## src/rtl/ddr3_test_pkg.sv

```systemverilog
// Shared encodings and the test-pattern generator for the DDR3 read/write self-test.
package ddr3_test_pkg;

    typedef enum logic [1:0] {
        ST_IDLE  = 2'b00,
        ST_WRITE = 2'b01,
        ST_READ  = 2'b10,
        ST_DONE  = 2'b11
    } test_state_e;

    localparam logic [2:0] CMD_WR = 3'b000;
    localparam logic [2:0] CMD_RD = 3'b001;

    // Widest data bus the pattern helper supports; callers truncate to their width.
    localparam int PAT_MAX_W = 1024;

    function automatic logic [PAT_MAX_W-1:0] pat(input logic [15:0] idx,
                                                 input logic [15:0] pass,
                                                 input int          width);
        logic [PAT_MAX_W-1:0] r;
        logic [15:0]          lane;
        r    = '0;
        lane = idx + pass;
        for (int k = 0; k < PAT_MAX_W / 16; k++) begin
            if (k < width / 16) r[k*16 +: 16] = lane;
        end
        return r;
    endfunction

endpackage

```

## src/rtl/ddr3_rd_checker.sv

```systemverilog
// Read-return checker: tracks in-order beats, compares them with the expected
// pattern, watches for stalled returns and holds the sticky error.
module ddr3_rd_checker
    import ddr3_test_pkg::*;
#(
    parameter int DATA_WIDTH = 128,
    parameter int BURST_NUM  = 64,
    parameter int RD_TIMEOUT = 1023
) (
    input  logic                  clk,
    input  logic                  rst_n,
    input  logic                  active,
    input  logic [15:0]           pass_cnt,
    input  logic [DATA_WIDTH-1:0] rd_data,
    input  logic                  rd_valid,
    output logic                  rd_done,
    output logic                  rd_err
);

    localparam int               IDX_W    = 17;
    localparam int               TMO_W    = $clog2(RD_TIMEOUT + 1);
    localparam logic [IDX_W-1:0] IDX_END  = IDX_W'(BURST_NUM);
    localparam logic [TMO_W-1:0] TMO_LAST = TMO_W'(RD_TIMEOUT - 1);

    logic [IDX_W-1:0]      rd_dat_idx_q, rd_dat_idx_d;
    logic [TMO_W-1:0]      tmo_cnt_q, tmo_cnt_d;
    logic                  err_q, err_d;
    logic                  waiting, mismatch, tmo_fire;
    logic [DATA_WIDTH-1:0] exp_data;

    always_comb begin
        waiting      = active && (rd_dat_idx_q != IDX_END);
        exp_data     = DATA_WIDTH'(pat(rd_dat_idx_q[15:0], pass_cnt, DATA_WIDTH));
        mismatch     = waiting && rd_valid && (rd_data != exp_data);
        // The increment that would land on RD_TIMEOUT is the timeout event itself.
        tmo_fire     = waiting && !rd_valid && (tmo_cnt_q == TMO_LAST);
        rd_dat_idx_d = rd_dat_idx_q;
        tmo_cnt_d    = tmo_cnt_q;
        err_d        = err_q | mismatch | tmo_fire;
        if (!active) begin
            rd_dat_idx_d = '0;
            tmo_cnt_d    = '0;
        end else if (waiting && rd_valid) begin
            rd_dat_idx_d = rd_dat_idx_q + 1'b1;
            tmo_cnt_d    = '0;
        end else if (waiting) begin
            tmo_cnt_d = tmo_cnt_q + 1'b1;
        end
        rd_done = active && ((rd_dat_idx_q == IDX_END) || tmo_fire);
        rd_err  = err_q;
    end

    always_ff @(posedge clk or negedge rst_n) begin
        if (!rst_n) begin
            rd_dat_idx_q <= '0;
            tmo_cnt_q    <= '0;
            err_q        <= 1'b0;
        end else begin
            rd_dat_idx_q <= rd_dat_idx_d;
            tmo_cnt_q    <= tmo_cnt_d;
            err_q        <= err_d;
        end
    end

endmodule

```

## src/rtl/ddr3_rw_test_ctrl.sv

```systemverilog
// DDR3 self-test sequencer: after calibration, writes a pattern window, reads it
// back through the checker, counts passes and repeats forever.
module ddr3_rw_test_ctrl
    import ddr3_test_pkg::*;
#(
    parameter int DATA_WIDTH = 128,
    parameter int ADDR_WIDTH = 28,
    parameter int START_ADDR = 0,
    parameter int ADDR_STEP  = 8,
    parameter int BURST_NUM  = 64,
    parameter int RD_TIMEOUT = 1023
) (
    input  logic                  clk_50m,
    input  logic                  rst_n,
    input  logic                  init_calib_complete,
    input  logic                  app_rdy,
    input  logic                  app_wdf_rdy,
    input  logic [DATA_WIDTH-1:0] app_rd_data,
    input  logic                  app_rd_data_valid,
    output logic                  app_en,
    output logic [2:0]            app_cmd,
    output logic [ADDR_WIDTH-1:0] app_addr,
    output logic                  app_wdf_wren,
    output logic                  app_wdf_end,
    output logic [DATA_WIDTH-1:0] app_wdf_data,
    output logic                  error_flag,
    output logic [1:0]            test_state,
    output logic [15:0]           pass_cnt
);

    localparam int                    IDX_W     = 17;
    localparam logic [IDX_W-1:0]      IDX_LAST  = IDX_W'(BURST_NUM - 1);
    localparam logic [ADDR_WIDTH-1:0] ADDR_BASE = ADDR_WIDTH'(START_ADDR);
    localparam logic [ADDR_WIDTH-1:0] ADDR_INC  = ADDR_WIDTH'(ADDR_STEP);

    test_state_e           state_q, state_d;
    logic [IDX_W-1:0]      wr_idx_q, wr_idx_d;
    logic [IDX_W-1:0]      rd_cmd_idx_q, rd_cmd_idx_d;
    logic                  app_en_q, app_en_d;
    logic [2:0]            app_cmd_q, app_cmd_d;
    logic [ADDR_WIDTH-1:0] app_addr_q, app_addr_d;
    logic                  app_wdf_wren_q, app_wdf_wren_d;
    logic [DATA_WIDTH-1:0] app_wdf_data_q, app_wdf_data_d;
    logic [15:0]           pass_cnt_q, pass_cnt_d;
    logic                  wr_acc, rd_acc, rd_active, rd_done, rd_err;

    assign rd_active = (state_q == ST_READ);

    ddr3_rd_checker #(
        .DATA_WIDTH(DATA_WIDTH),
        .BURST_NUM (BURST_NUM),
        .RD_TIMEOUT(RD_TIMEOUT)
    ) u_rd_checker (
        .clk     (clk_50m),
        .rst_n   (rst_n),
        .active  (rd_active),
        .pass_cnt(pass_cnt_q),
        .rd_data (app_rd_data),
        .rd_valid(app_rd_data_valid),
        .rd_done (rd_done),
        .rd_err  (rd_err)
    );

    always_comb begin
        wr_acc = (state_q == ST_WRITE) && app_en_q && app_wdf_wren_q && app_rdy && app_wdf_rdy;
        rd_acc = (state_q == ST_READ) && app_en_q && app_rdy;

        state_d        = state_q;
        wr_idx_d       = wr_idx_q;
        rd_cmd_idx_d   = rd_cmd_idx_q;
        app_en_d       = app_en_q;
        app_cmd_d      = app_cmd_q;
        app_addr_d     = app_addr_q;
        app_wdf_wren_d = app_wdf_wren_q;
        app_wdf_data_d = app_wdf_data_q;
        pass_cnt_d     = pass_cnt_q;

        case (state_q)
            ST_IDLE: begin
                if (init_calib_complete) begin
                    state_d        = ST_WRITE;
                    wr_idx_d       = '0;
                    app_en_d       = 1'b1;
                    app_wdf_wren_d = 1'b1;
                    app_cmd_d      = CMD_WR;
                    app_addr_d     = ADDR_BASE;
                    app_wdf_data_d = DATA_WIDTH'(pat(16'd0, pass_cnt_q, DATA_WIDTH));
                end
            end
            ST_WRITE: begin
                if (!init_calib_complete) begin
                    state_d        = ST_IDLE;
                    app_en_d       = 1'b0;
                    app_wdf_wren_d = 1'b0;
                    wr_idx_d       = '0;
                    rd_cmd_idx_d   = '0;
                end else if (wr_acc) begin
                    if (wr_idx_q == IDX_LAST) begin
                        // Read commands start on the very next cycle.
                        state_d        = ST_READ;
                        wr_idx_d       = '0;
                        rd_cmd_idx_d   = '0;
                        app_wdf_wren_d = 1'b0;
                        app_en_d       = 1'b1;
                        app_cmd_d      = CMD_RD;
                        app_addr_d     = ADDR_BASE;
                    end else begin
                        wr_idx_d       = wr_idx_q + 1'b1;
                        app_addr_d     = app_addr_q + ADDR_INC;
                        app_wdf_data_d = DATA_WIDTH'(pat(wr_idx_q[15:0] + 16'd1, pass_cnt_q,
                                                         DATA_WIDTH));
                    end
                end
            end
            ST_READ: begin
                if (!init_calib_complete) begin
                    state_d        = ST_IDLE;
                    app_en_d       = 1'b0;
                    app_wdf_wren_d = 1'b0;
                    wr_idx_d       = '0;
                    rd_cmd_idx_d   = '0;
                end else begin
                    if (rd_acc) begin
                        rd_cmd_idx_d = rd_cmd_idx_q + 1'b1;
                        app_addr_d   = app_addr_q + ADDR_INC;
                        if (rd_cmd_idx_q == IDX_LAST) app_en_d = 1'b0;
                    end
                    // A timeout ends the phase even with commands outstanding.
                    if (rd_done) begin
                        state_d      = ST_DONE;
                        app_en_d     = 1'b0;
                        rd_cmd_idx_d = '0;
                    end
                end
            end
            ST_DONE: begin
                pass_cnt_d = pass_cnt_q + 16'd1;
                if (init_calib_complete) begin
                    state_d        = ST_WRITE;
                    wr_idx_d       = '0;
                    app_en_d       = 1'b1;
                    app_wdf_wren_d = 1'b1;
                    app_cmd_d      = CMD_WR;
                    app_addr_d     = ADDR_BASE;
                    app_wdf_data_d = DATA_WIDTH'(pat(16'd0, pass_cnt_q + 16'd1, DATA_WIDTH));
                end else begin
                    state_d = ST_IDLE;
                end
            end
            default: state_d = ST_IDLE;
        endcase
    end

    always_ff @(posedge clk_50m or negedge rst_n) begin
        if (!rst_n) begin
            state_q        <= ST_IDLE;
            wr_idx_q       <= '0;
            rd_cmd_idx_q   <= '0;
            app_en_q       <= 1'b0;
            app_cmd_q      <= '0;
            app_addr_q     <= '0;
            app_wdf_wren_q <= 1'b0;
            app_wdf_data_q <= '0;
            pass_cnt_q     <= '0;
        end else begin
            state_q        <= state_d;
            wr_idx_q       <= wr_idx_d;
            rd_cmd_idx_q   <= rd_cmd_idx_d;
            app_en_q       <= app_en_d;
            app_cmd_q      <= app_cmd_d;
            app_addr_q     <= app_addr_d;
            app_wdf_wren_q <= app_wdf_wren_d;
            app_wdf_data_q <= app_wdf_data_d;
            pass_cnt_q     <= pass_cnt_d;
        end
    end

    assign app_en       = app_en_q;
    assign app_cmd      = app_cmd_q;
    assign app_addr     = app_addr_q;
    assign app_wdf_wren = app_wdf_wren_q;
    assign app_wdf_end  = app_wdf_wren_q;
    assign app_wdf_data = app_wdf_data_q;
    assign error_flag   = rd_err;
    assign test_state   = state_q;
    assign pass_cnt     = pass_cnt_q;

endmodule
```

## config.mk

```make
export PLATFORM = sky130hd
export DESIGN_NAME = ddr3_rw_test_ctrl
export DESIGN_NICKNAME = d
export VERILOG_FILES = /design/src/rtl/ddr3_test_pkg.sv /design/src/rtl/ddr3_rd_checker.sv /design/src/rtl/ddr3_rw_test_ctrl.sv
export SDC_FILE = /design/constraint.sdc
export NUM_CORES = 1
export LEC_CHECK = 0
export BUFFER_PORTS_ARGS = -buffer_cell sky130_fd_sc_hd__buf_4
export CELL_PAD_IN_SITES_DETAIL_PLACEMENT = 1
export CELL_PAD_IN_SITES_GLOBAL_PLACEMENT = 2
export CORE_UTILIZATION = 32
export CTS_CLUSTER_SIZE = 8
export DETAILED_ROUTE_END_ITERATION = 16
export PLACE_DENSITY_LB_ADDON = 0.1
export REMOVE_ABC_BUFFERS = 1
export SYNTH_ARGS = -nofsm -noshare
export SYNTH_HDL_FRONTEND = slang
export SYNTH_SLANG_ARGS = --single-unit
```

## constraint.sdc

```tcl
create_clock -name clk_50m -period 7.4 [get_ports clk_50m]
set_input_delay 0.74 -clock clk_50m [delete_from_list [all_inputs] [get_ports clk_50m]]
set_output_delay 0.74 -clock clk_50m [all_outputs]
set_load 0.03 [all_outputs]
```

[Word level (Yosys, flattened, before mapping)]
Index checks and enable logic that the tools add are counted.
Storage, ports and cells
  ROM bits: 0
  memories: 0
  latch bits: 0
  RAM bits: 0
  output and inout bits: 181
  flip-flop bits (word level): 241
Operators by class
  reduce and logical (&&, ||, !) cells: 27
  add/subtract/negate cells: 9
  muxes and demuxes: 58
  order comparisons: 0
  shift-type cells: 0
  bitwise operators: 2
  multiply operators: 0
  divide/modulo/power cells: 0
  equality and inequality tests: 26
Operators by type and width (count)
  $mux W128: 5
  $pmux W128 S3: 1
  $mux W17: 13
  $mux W28: 6
  $ne A128 B128 Y1: 1
  $pmux W28 S3: 1
  $add A17 B1 Y17 const B: 3
  $pmux W17 S3: 1
  $eq A17 B6 Y1 const B: 2
  $pmux W17 S2: 1
  $add A16 B1 Y16 const B: 2
  $add A16 B16 Y16: 2
  $mux W10: 3
  $add A28 B4 Y28 const B: 1
  $ne A2 B2 Y1 const B: 9
  $eq A17 B7 Y1 const B: 1
  $ne A17 B7 Y1 const B: 1
  $reduce_and A5 Y1: 3
  $mux W1: 13
  $logic_and A1 B1 Y1: 12
  $mux W2: 6
  $mux W3: 4
  $reduce_and A4 Y1: 3
  $add A10 B1 Y10 const B: 1
  other kinds (19): 27

[Depth between registers and ports, before layout]
Gate-level depths: netlist of the first run.
  depth in word-level cells: 9
  gate-level depth with buffers: 12
  gate-level depth less buffers: 12

[Hierarchy]
A second synthesis of the first run with hierarchy kept.
Unflattened totals
  cell total of the unflattened synthesis: 1276
  area, all modules: 10445.0 um2
Modules (own cells, without submodules)
  ddr3_rw_test_ctrl: cells an instance 837, times used 1, area each 7028.0 um2, sequential area each 2402.3 um2
  ddr3_rd_checker: cells an instance 439, times used 1, area each 3417.0 um2, sequential area each 700.7 um2

[Worst setup path before layout of the first run]
Ideal clock, no wire load.
  path kind: register to register
  start point: register pass_cnt_q[0] (netlist: pass_cnt[0])
  end point: register u_rd_checker.err_q (netlist: u_rd_checker.rd_err)
  slack: 4.262 ns
  data arrival time: 3.052 ns
  period minus slack after synthesis: 3.138 ns
  path buffers: 0
  cell stages (with the launch flop): 13
  cells stage by stage: dfrtp_1 > ha_1 > inv_1 > fa_1 > nor2b_4 > o211ai_1 > a311o_1 > a31oi_4 > a21o_1 > a21oi_1 > xor2_1 > mux2_1 > a32oi_1
Between the ends
  cells in the longest elaborated chain, start to end: 5
RTL lines
  from (decl): line ddr3_rw_test_ctrl.sv:44  | logic [15:0] pass_cnt_q, pass_cnt_d;
  from (signal assigned): line ddr3_rw_test_ctrl.sv:174  | pass_cnt_q <= pass_cnt_d;
  $add A16 B16 Y16: line ddr3_test_pkg.sv:23  | lane = idx + pass;
  $ne A128 B128 Y1: line ddr3_rd_checker.sv:34  | mismatch = waiting && rd_valid && (rd_data != exp_data);
  $logic_and A1 B1 Y1: line ddr3_rd_checker.sv:34
  $or A1 B1 Y1 (2 in a row): line ddr3_rd_checker.sv:39  | err_d = err_q | mismatch | tmo_fire;
  via u_rd_checker.err_d: line ddr3_rd_checker.sv:27  | logic err_q, err_d;
  to (signal assigned): line ddr3_rd_checker.sv:61  | err_q <= err_d;
  to (decl): line ddr3_rd_checker.sv:27
The timed path passes the listed nets, and every way through them passes these cells.
A chain may end at the register's enable or synchronous reset.

[Final worst setup path of the first run]
Same ends and word-level chain as after synthesis.

==> flow_summary.yaml, run 1 <==
status:
  status: "complete, no violations"
grt:
  grtUsageTotal: 0.1929
  overflow: 0
  grt_antenna_before_repair: 0
  first_global_vias: 9065
  grt_pass1_wl_um: 47830
  grt_max_degree: 72
drt:
  post_drt_wl_per_cell_um: 16.63
  drtAntennaViolNets: 0
  drc: 0
  vias: 8902
  finalWirelength_um: 29010
  routed_via_density: 5.101
  drt-initial-drc-count: 385
  firstDrtPassIters: 4
timing:
  final.min_clock_period_ps: 3761
  relSlewSlack: 0.3595
  finalMaxSlewViolations: 0
  tightest_slew_ps: 960.8
  max_freq_mhz: 265.9
  rsz0062_at_grt: "no"
  min_period_over_period: 0.5083
  finalSetupViolations: 0
  fin_tns_setup_ps: 0
  finalClockSkew_ps: 11.14
  finalHoldViolCount: 0
yosys:
  syn_inst: 1150
  ys_ff_latch: 124
  yosys_warnings: 0
  synthArstFlopShare: 1.000
  yosysSeqAreaShare: 0.3223
  ys_types: 71
  dominantRegCellSynth: "dfrtp_1"
  syn_area_per_cell_um2: 8.371
  netlist_area_um2: 9627
  synth_edf_count: 0
finish:
  fin_nets: 1521
  fill_cells: 3604
  final_common_cell: "buf_4"
  n_antenna_cell: 0
  multi_input_area_um2: 5431
  areaGrowthSynthToFinish_pct: 25.79
  drive_gt1_frac: 0.2686
  layout_common_cells: "313 x buf_4, 124 x dfrtp_1, 115 x nor2_1"
  regArea_um2: 3103
floorplan:
  io_pins: 315
  die_x_um: 175.4
  num_rows: 63
  core_region_area_um2: 29640
  die_h_um: 175.4
  dieArea_um2: 30780
  start_util: 0.3248
setup_path:
  r2r_cells: 12
  criticalPathCategory: "reg -> reg"
  cp-start-kind: "register"
  critPathArrivalTime_ps: 4060
  worstSetupEndpointType: "register"
  required_ps: 7700
  path_max_fanout: 7
clock_network:
  postCtsSetupRepairBufs: 0
  clk_latency_ps: 430
  cts_tree: "done"
  cts_sinks: 124
  clk_pin_slew_worst_paths_ps: 70
  cts.repair.resized: 0
  cts_buffer_depth: 2
  hold_buffers: 0
  clockRootBuffer: "clkbuf_16"
  cts_max_level: 4
  cts_made_buffers: 17
power:
  vdd_drop_max_mv: 0.1702
  finalPower_uw: 2885
  power_density_nw_per_um2: 238.2
  leakagePower_uw: 0.005644
flow_run:
  maxCapViolCount: 0
place:
  portBuffers: 309
  dpl.hpwl_um: 22510
  gp_congestion: 0.7749
worst_hold_path:
  hp-class: "in -> async"
==> final cells by class <==
class                      instances  share of cell area
multi-input combinational        853              0.4485
tap                              390             0.04030
timing repair buffer             313              0.1940
clock buffer                      17             0.03513
sequential                       124              0.2563
clock inverter                    15             0.01550
inverter                          33             0.01023
==> state kept, by name, summed over array words and instances, names as in the netlist, 2 cells and up <==
signal / cells
pass_cnt: 16
rd_cmd_idx_q: 17
u_rd_checker.rd_dat_idx_q: 17
app_addr: 25
test_state: 2
u_rd_checker.tmo_cnt_q: 10
app_wdf_data: 16
wr_idx_q: 17
==> logic make-up (layout without fill, tap and decap cells) <==
group | Yosys count | count (layout) | share of synthesized area
AO/OA/AOI/OAI | 216 | 216 | 0.1479
XOR/XNOR | 100 | 100 | 0.09098
adder cells (fa/ha/maj) | 45 | 45 | 0.06005
buffers and inverters | 177 | 378 | 0.1153
flip-flops | 124 | 124 | 0.3223
multiplexers | 14 | 14 | 0.01469
other | 1 | 5 | 0.0003895
AND/OR/NAND/NOR | 473 | 473 | 0.2484
==> path summary, 6_finish.rpt <==
path | start | end | slack (ps)
min | rst_n | app_wdf_data[119]$_DFFE_PN0P_ | 360
max in group asynchronous | rst_n | pass_cnt[8]$_DFFE_PN0P_ | 5580
min in group clk_50m | u_rd_checker.tmo_cnt_q[9]$_DFFE_PN0P_ | u_rd_checker.tmo_cnt_q[9]$_DFFE_PN0P_ | 490
max | pass_cnt[0]$_DFFE_PN0P_ | u_rd_checker.rd_err$_DFF_PN0_ | 3640
min reg2reg | u_rd_checker.tmo_cnt_q[9]$_DFFE_PN0P_ | u_rd_checker.tmo_cnt_q[9]$_DFFE_PN0P_ | 490
max reg2reg | pass_cnt[0]$_DFFE_PN0P_ | u_rd_checker.rd_err$_DFF_PN0_ | 3640
==> cells in the mapped netlist (8+ instances only) <==
| master | n | area share |
|---|---|---|
| a21o_1 | 8 | 0.0062 |
| a21oi_1 | 52 | 0.027 |
| and3_1 | 30 | 0.019 |
| and4_1 | 9 | 0.0082 |
| buf_4 | 118 | 0.092 |
| clkbuf_1 | 24 | 0.0094 |
| dfrtp_1 | 124 | 0.32 |
| ha_1 | 43 | 0.056 |
| inv_1 | 32 | 0.012 |
| mux2i_1 | 13 | 0.014 |
| nand2_1 | 111 | 0.043 |
| nand2b_1 | 9 | 0.0058 |
| nand3_1 | 44 | 0.023 |
| nand4_1 | 47 | 0.031 |
| nor2_1 | 116 | 0.045 |
| nor3_1 | 22 | 0.011 |
| nor4_1 | 30 | 0.019 |
| o211ai_1 | 11 | 0.0086 |
| o21ai_0 | 58 | 0.030 |
| o31ai_1 | 13 | 0.010 |
| or3_1 | 15 | 0.0097 |
| or4_1 | 12 | 0.0094 |
| xnor2_1 | 42 | 0.038 |
| xor2_1 | 58 | 0.053 |
==> layer usage <==
| layer | share of wire | GRT usage |
|---|---|---|
| met1 | 0.47 | 0.2522 |
| met2 | 0.48 | 0.3309 |
| met3 | 0.039 | 0.03117 |
| met4 | 0.010 | 0.04565 |
| met5 | 0 | 0 |
==> stage by stage <==
step | worst slack (ps) | hold WS, ps | instance area (um2) | util | std cells
finish | 3639 | 364.4 | 12110 | 0.4086 | 1745
global route | 3426 | 427.6 | 12110 | 0.4086 | 1745
CTS | 3562 | 403.7 | 12110 | 0.4086 | 1745
detailed placement | 3585 | 487.9 | 11500 | 0.3879 | 1713
global placement | 3709 | 467.3 | 11500 | 0.3879 | 1713
floorplan | 4262 | 437.9 | 8656 | - | 1010
==> worst max-delay path, stage by stage (launching register included) <==
cell	delay, ps
dfrtp_1	470
ha_1	240
inv_1	70
fa_1	440
nor2b_4	160
o211ai_1	130
a311o_1	470
a31oi_4	290
a211oi_1	110
a2111oi_0	710
o2111ai_1	240
nor4_2	190
a32oi_1	130
==> report_power, final <==
part	switching, uW	total [uW]	internal [uW]
Sequential	97.9	830	732
Clock	347	882	536
Combinational	791	1170	382
(Power assumes the default switching activity.)
==> run 2: changes to the inputs <==
--- a/config.mk
+++ b/config.mk
@@ -8,7 +8,7 @@
 export BUFFER_PORTS_ARGS = -buffer_cell sky130_fd_sc_hd__buf_4
 export CELL_PAD_IN_SITES_DETAIL_PLACEMENT = 1
 export CELL_PAD_IN_SITES_GLOBAL_PLACEMENT = 2
-export CORE_UTILIZATION = 32
+export CORE_UTILIZATION = 29
 export CTS_CLUSTER_SIZE = 8
 export DETAILED_ROUTE_END_ITERATION = 16
 export PLACE_DENSITY_LB_ADDON = 0.1
==> constraint.sdc (replaced) <==
create_clock -name clk_50m -period 3.5 [get_ports clk_50m]
set_input_delay 0.35 -clock clk_50m [delete_from_list [all_inputs] [get_ports clk_50m]]
set_output_delay 0.35 -clock clk_50m [all_outputs]
set_load 0.03 [all_outputs]
==> run 2 against run 1 <==
  * The run now ends with negative hold slack left
  * Register-to-register slack worse by 3400 ps
  * Combinational power increased by 130%
  * Final cell count up 4.7%
  * Power rose by 120%
  * Critical path depth increased by 1
  * Maximum frequency increased by 16%
  * Critical path type unchanged
  * Critical endpoint unchanged
  * Largest power group unchanged
  * Highest routed layer unchanged
==> flow_summary.yaml, run 2 (synthesis results as in run 1) <==
timing:
  relSlewSlack: 0.4887
  whs_ps: -7.192
  finalMaxSlewViolations: 0
  min_period_over_period: 0.9239
  tightest_slew_ps: 761.5
  finalSetupViolations: 0
  max_freq_mhz: 309.3
  setup_slack_ps: 266.5
  finalClockSkew_ps: 15.04
  final.min_clock_period_ps: 3234
  fin_tns_setup_ps: 0
  finalHoldViolCount: 3
  rsz0062_at_grt: "no"
place:
  pre_cts_slack_ps: 166.4
  postPlaceCellArea_um2: 11800
  portBuffers: 309
  gp_congestion: 0.8279
  dpl.hpwl_um: 23850
clock_network:
  clockRootBuffer: "clkbuf_16"
  postCtsSetupRepairBufs: 0
  clk_latency_ps: 430
  hold_buffers: 0
  cts_made_buffers: 17
  cts_sinks: 124
  cts_max_level: 4
  clk_pin_slew_worst_paths_ps: 60
  cts_tree: "done"
  cts_buffer_depth: 2
  cts.repair.resized: 0
finish:
  drive_gt1_frac: 0.2830
  multi_input_area_um2: 5430
  fin_nets: 1551
  layout_common_cells: "342 x buf_4, 124 x dfrtp_1, 116 x nor2_1"
  final_common_cell: "buf_4"
  fill_cells: 3916
  design_area_um2: 12410
  regArea_um2: 3103
  n_antenna_cell: 0
  areaGrowthSynthToFinish_pct: 28.93
  postLayoutCoreUtil: 0.3805
  largest_reg_flops: 25
drt:
  drtAntennaViolNets: 0
  drc: 0
  finalWirelength_um: 29870
  firstDrtPassIters: 4
  drt-initial-drc-count: 268
  vias: 9069
  post_drt_wl_per_cell_um: 16.35
  routed_via_density: 4.964
floorplan:
  die_h_um: 184.2
  die_x_um: 184.2
  dieArea_um2: 33930
  core_region_area_um2: 32620
  num_rows: 66
  io_pins: 315
  start_util: 0.2951
power:
  pwr-share-clk: 0.301
  pwr-share-seq: 0.273
  finalPower_uw: 6257
  power_density_nw_per_um2: 504.1
  p_int_uw: 3607
  p_sw_uw: 2650
  switching_share: 0.4235
  leakagePower_uw: 0.005807
  comb_power_share: 0.426
  vdd_drop_max_mv: 0.2988
grt:
  grt_pass1_wl_um: 48800
  first_global_vias: 9291
  grtUsageTotal: 0.1807
  grt_antenna_before_repair: 0
  overflow: 0
  grt_max_degree: 56
setup_path:
  r2r_slack_ps: 270
  criticalPathCategory: "reg -> reg"
  critPathArrivalTime_ps: 3530
  required_ps: 3790
  worstSetupEndpointType: "register"
  cp-start-kind: "register"
  path_max_fanout: 3
flow_run:
  maxCapViolCount: 0
status:
  violations: "negative hold slack"
  status: "finished, violations left"
worst_hold_path:
  hp-class: "in -> async"
==> run 2: cell count changes in the layout (fill, tap and decap cells not counted), sizes merged <==
cell | previous run | this run
clkinvlp | 3 | 2
clkbuf | 17 | 18
buf | 313 | 343
clkinv | 5 | 4
inv | 37 | 38
==> run 2: power groups by stage <==
stage	Clock (uW)	Sequential, uW	Combinational (uW)
3_5_place_dp	0	1740	2710
5_1_grt	1990	1740	2900
3_3_place_gp	0	1730	2700
6_report	1880	1710	2660
4_1_cts	1930	1710	2720
2_1_floorplan	0	2330	861
==> run 2: critical path, stage by stage (launching register included) <==
cell and delay, ps:
dfrtp_1 380, ha_1 230, inv_1 70, fa_1 250
nor2b_4 60, o21a_1 170, or3_2 430, a311oi_1 290
o2111ai_1 180, a2111oi_1 420, buf_4 190, o2111ai_1 120
nor4_2 170, a32oi_1 130
==> run 2: final cells by class <==
| class | instances | area share |
|---|---|---|
| multi-input cells | 853 | 0.4375 |
| flip-flops and latches | 124 | 0.2500 |
| repair buffers | 343 | 0.2085 |
| well taps | 442 | 0.04456 |
| clock buffers | 18 | 0.03458 |
| clock inverters | 14 | 0.01492 |
| inverters | 33 | 0.009980 |
==> run 2: final timing paths <==
| kind | startpoint | endpoint | cells past startpoint |
|---|---|---|---|
| max | pass_cnt[0]$_DFFE_PN0P_ | u_rd_checker.rd_err$_DFF_PN0_ | 13 |
| min | rst_n | app_wdf_data[117]$_DFFE_PN0P_ | 1 |
| max reg2reg | pass_cnt[0]$_DFFE_PN0P_ | u_rd_checker.rd_err$_DFF_PN0_ | 13 |
| min reg2reg | u_rd_checker.tmo_cnt_q[9]$_DFFE_PN0P_ | u_rd_checker.tmo_cnt_q[9]$_DFFE_PN0P_ | 1 |
| max in group asynchronous | rst_n | app_addr[5]$_DFFE_PN0P_ | 2 |
| min in group clk_50m | app_rd_data[94] | u_rd_checker.rd_err$_DFF_PN0_ | 3 |
==> run 2: stage by stage <==
| stage | hold WS, ps | instances |
|---|---|---|
| final | -7.192 | 1827 |
| after global routing | 52.75 | 1827 |
| after CTS | 18.51 | 1827 |
| after detailed placement | 464.0 | 1795 |
| after global placement | 464.4 | 1795 |
| after floorplan | 54.41 | 1010 |
==> run 2: per-layer routing <==
metal | vias to the layer above | GRT usage | share of wire
li1 | 4471 | - | -
met3 | 23 | 0.02924 | 0.043
met1 | 4374 | 0.2365 | 0.47
met5 | - | 0 | 0
met4 | 0 | 0.04700 | 0.014
met2 | 201 | 0.3074 | 0.47
==> run 3: changes to the inputs <==
--- a/config.mk
+++ b/config.mk
@@ -8,11 +8,13 @@
 export BUFFER_PORTS_ARGS = -buffer_cell sky130_fd_sc_hd__buf_4
 export CELL_PAD_IN_SITES_DETAIL_PLACEMENT = 1
 export CELL_PAD_IN_SITES_GLOBAL_PLACEMENT = 2
-export CORE_UTILIZATION = 29
+export CORE_ASPECT_RATIO = 1.5
+export CORE_UTILIZATION = 30
 export CTS_CLUSTER_SIZE = 8
 export DETAILED_ROUTE_END_ITERATION = 16
 export PLACE_DENSITY_LB_ADDON = 0.1
 export REMOVE_ABC_BUFFERS = 1
 export SYNTH_ARGS = -nofsm -noshare
 export SYNTH_HDL_FRONTEND = slang
+export SYNTH_HIERARCHICAL = 1
 export SYNTH_SLANG_ARGS = --single-unit
==> run 3 against run 2 <==
  * The flow now finishes without violations
  * Via count is 14% higher
  * Clock skew is 3.3 ps lower
  * Critical path depth is 1 lower
  * Final cell count is 6.0% higher
  * Largest cell class unchanged
  * Cell area is 6.6% higher
  * Global-route usage is 3.1 points higher
  * Sequential cell count stayed put
  * Core utilization is 0.56 points higher
  * Sequential power is 12% higher
  * Synthesized area is 8.5% higher
  * Critical endpoint is now u_rd_checker/rd_err$_DFF_PN0_
  * Non-clock buffer count is 12 higher
  * Synthesized cell count is 11% higher
==> flow_summary.yaml, run 3 <==
finish:
  n_antenna_cell: 0
  layout_common_cells: "353 x buf_4, 124 x dfrtp_1, 114 x nand2_1"
  fin_nets: 1680
  final_cells: 1937
  postLayoutCoreUtil: 0.3861
  areaGrowthSynthToFinish_pct: 26.68
  drive_gt1_frac: 0.2837
  largest_reg_flops: 25
  final_common_cell: "buf_4"
  design_area_um2: 13230
grt:
  first_global_vias: 10730
  grt_antenna_before_repair: 0
  grtUsageTotal: 0.2114
  grt_pass1_wl_um: 58930
  overflow: 0
  grt_max_degree: 59
yosys:
  synthArstFlopShare: 1.000
  synth.most_common_cell: "dfrtp_1"
  syn_area_per_cell_um2: 8.186
  synth_edf_count: 0
  ys_types: 92
  yosys.area.top_type: "dfrtp_1"
  synth_area_leaders: "dfrtp_1 30%, buf_4 8.6%, ha_1 5.4%"
  synth_top_cell_area_share: 0.2971
  syn_inst: 1276
  yosysSeqAreaShare: 0.2971
  yosys_warnings: 6
  netlist_area_um2: 10450
  ys_top_cells_by_count: "124 x dfrtp_1, 119 x buf_4, 114 x nand2_1"
  dominantRegCellSynth: "dfrtp_1"
  ys_ff_latch: 124
place:
  dpl.hpwl_um: 29560
  dp_cells: 1904
  portBuffers: 309
  postPlaceCellArea_um2: 12590
  gp_congestion: 0.8320
clock_network:
  clk_pin_slew_worst_paths_ps: 60
  cts_tree: "done"
  cts_made_buffers: 17
  clockRootBuffer: "clkbuf_16"
  cts_sinks: 124
  postCtsSetupRepairBufs: 0
  cts_buffer_depth: 2
  clk_latency_ps: 440
  cts.repair.resized: 0
  hold_buffers: 1
  cts_max_level: 4
timing:
  fin_tns_setup_ps: 0
  max_freq_mhz: 314.2
  finalClockSkew_ps: 11.71
  finalMaxSlewViolations: 0
  rsz0062_at_grt: "no"
  finalHoldViolCount: 0
  finalSetupViolations: 0
  min_period_over_period: 0.9092
  tightest_slew_ps: 1114
  relSlewSlack: 0.2359
  final.min_clock_period_ps: 3182
floorplan:
  dieArea_um2: 35580
  die_h_um: 230.5
  start_util: 0.3048
  io_pins: 315
  core_region_area_um2: 34270
  num_rows: 83
  die_x_um: 154.4
setup_path:
  r2r-start: "pass_cnt[0]$_DFFE_PN0N_"
  critPathArrivalTime_ps: 3480
  cp-startpoint: "pass_cnt[0]$_DFFE_PN0N_"
  max_stage_delay_ps: 470
  cp-start-kind: "register"
  path_max_fanout: 2
  critPathBufInv: 1
  worstSetupEndpointType: "register"
  criticalPathCategory: "reg -> reg"
  cp_top_family: "compound AO/OA/AOI/OAI gates"
  required_ps: 3790
  worst_path_max_delay_cell: "a2111oi_0"
  path_cells: "ha_1 > inv_1 > fa_1 > nand2b_1 > a21oi_1 > xor2_1 > mux2i_1 > o311ai_0 > a2111oi_0 > o2111ai_1 > nor4_2 > a41oi_1"
drt:
  drt-initial-drc-count: 323
  routed_via_density: 5.353
  post_drt_wl_per_cell_um: 19.20
  vias: 10370
  firstDrtPassIters: 4
  finalWirelength_um: 37180
  drtAntennaViolNets: 0
  drc: 0
flow_run:
  maxCapViolCount: 0
worst_hold_path:
  hp-class: "in -> reg"
  hold_start: "app_rdy"
status:
  status: "complete, no violations"
power:
  power_density_nw_per_um2: 658.1
  leakagePower_uw: 0.005915
  vdd_drop_max_mv: 0.4504
==> run 3: routing by layer <==
| layer | vias up | global-route usage | wire (um) |
|---|---|---|---|
| met5 | - | 0 | 0 |
| met3 | 56 | 0.03060 | 1325 |
| met4 | 0 | 0.08694 | 1132 |
| li1 | 5010 | - | - |
| met2 | 241 | 0.3955 | 19680 |
| met1 | 5062 | 0.2374 | 15040 |
==> run 3: worst reg2reg max path, delay by kind of cell, from the launching register on <==
kind	cells	cell delay [ps]
DFF	1	360
xor gates and xnor gates	1	210
muxes	1	210
and+or+nand+nor	2	400
AOI/OAI and AO/OA	5	1260
buffers and inverters	1	60
adders and majority gates	2	570
==> run 3: layout make-up <==
type                            instances  area, um2
Clock buffer                           20      466.7
Tap cell                              425      531.8
Inverter                               30      112.6
Sequential cell                       124       3103
Multi-Input combinational cell        971       6177
Clock inverter                         12      160.2
Timing Repair Buffer                  355       2680
Fill cell                            4153      21040
==> run 3: per-stage QoR <==
stage               hold slack, ps  setup slack, ps  total power [uW]
floorplan                    54.41            98.56              4697
global placement             332.7            264.0              6853
detailed placement           342.8            262.3              6877
CTS                          223.9            258.6              8828
global route                 259.9            68.20              9199
finish                       244.0            317.7              8707
==> run 3: where the power goes <==
group	switching, uW	internal, uW	total (uW)
Combinational	3220	1670	4890
Clock	726	1180	1910
Sequential	300	1600	1910
Total	4250	4460	8710
==> run 3: worst paths after layout <==
kind                                                      end  slack, ps  cells after the start
worst max-delay path            u_rd_checker/rd_err$_DFF_PN0_        320                     12
max in group asynchronous            app_addr[12]$_DFFE_PN0P_       2190                      3
worst min-delay path              rd_cmd_idx_q[0]$_DFFE_PN0P_        240                      3
worst min register to register    rd_cmd_idx_q[5]$_DFFE_PN0P_        510                      1
worst max register to register  u_rd_checker/rd_err$_DFF_PN0_        320                     12
min in group asynchronous       app_wdf_data[122]$_DFFE_PN0P_        400                      2
==> run 3: kinds of logic (layout without fill, tap and decap cells) <==
family,count (synthesis),after routing,share of synthesized area
fa+ha+maj,47,47,0.05774
other cells,1,5,0.0003590
mux,18,18,0.01761
compound gates,293,293,0.1823
xor+xnor,72,72,0.06109
buf+inv,185,417,0.1133
flops,124,124,0.2971
simple gates,536,536,0.2705
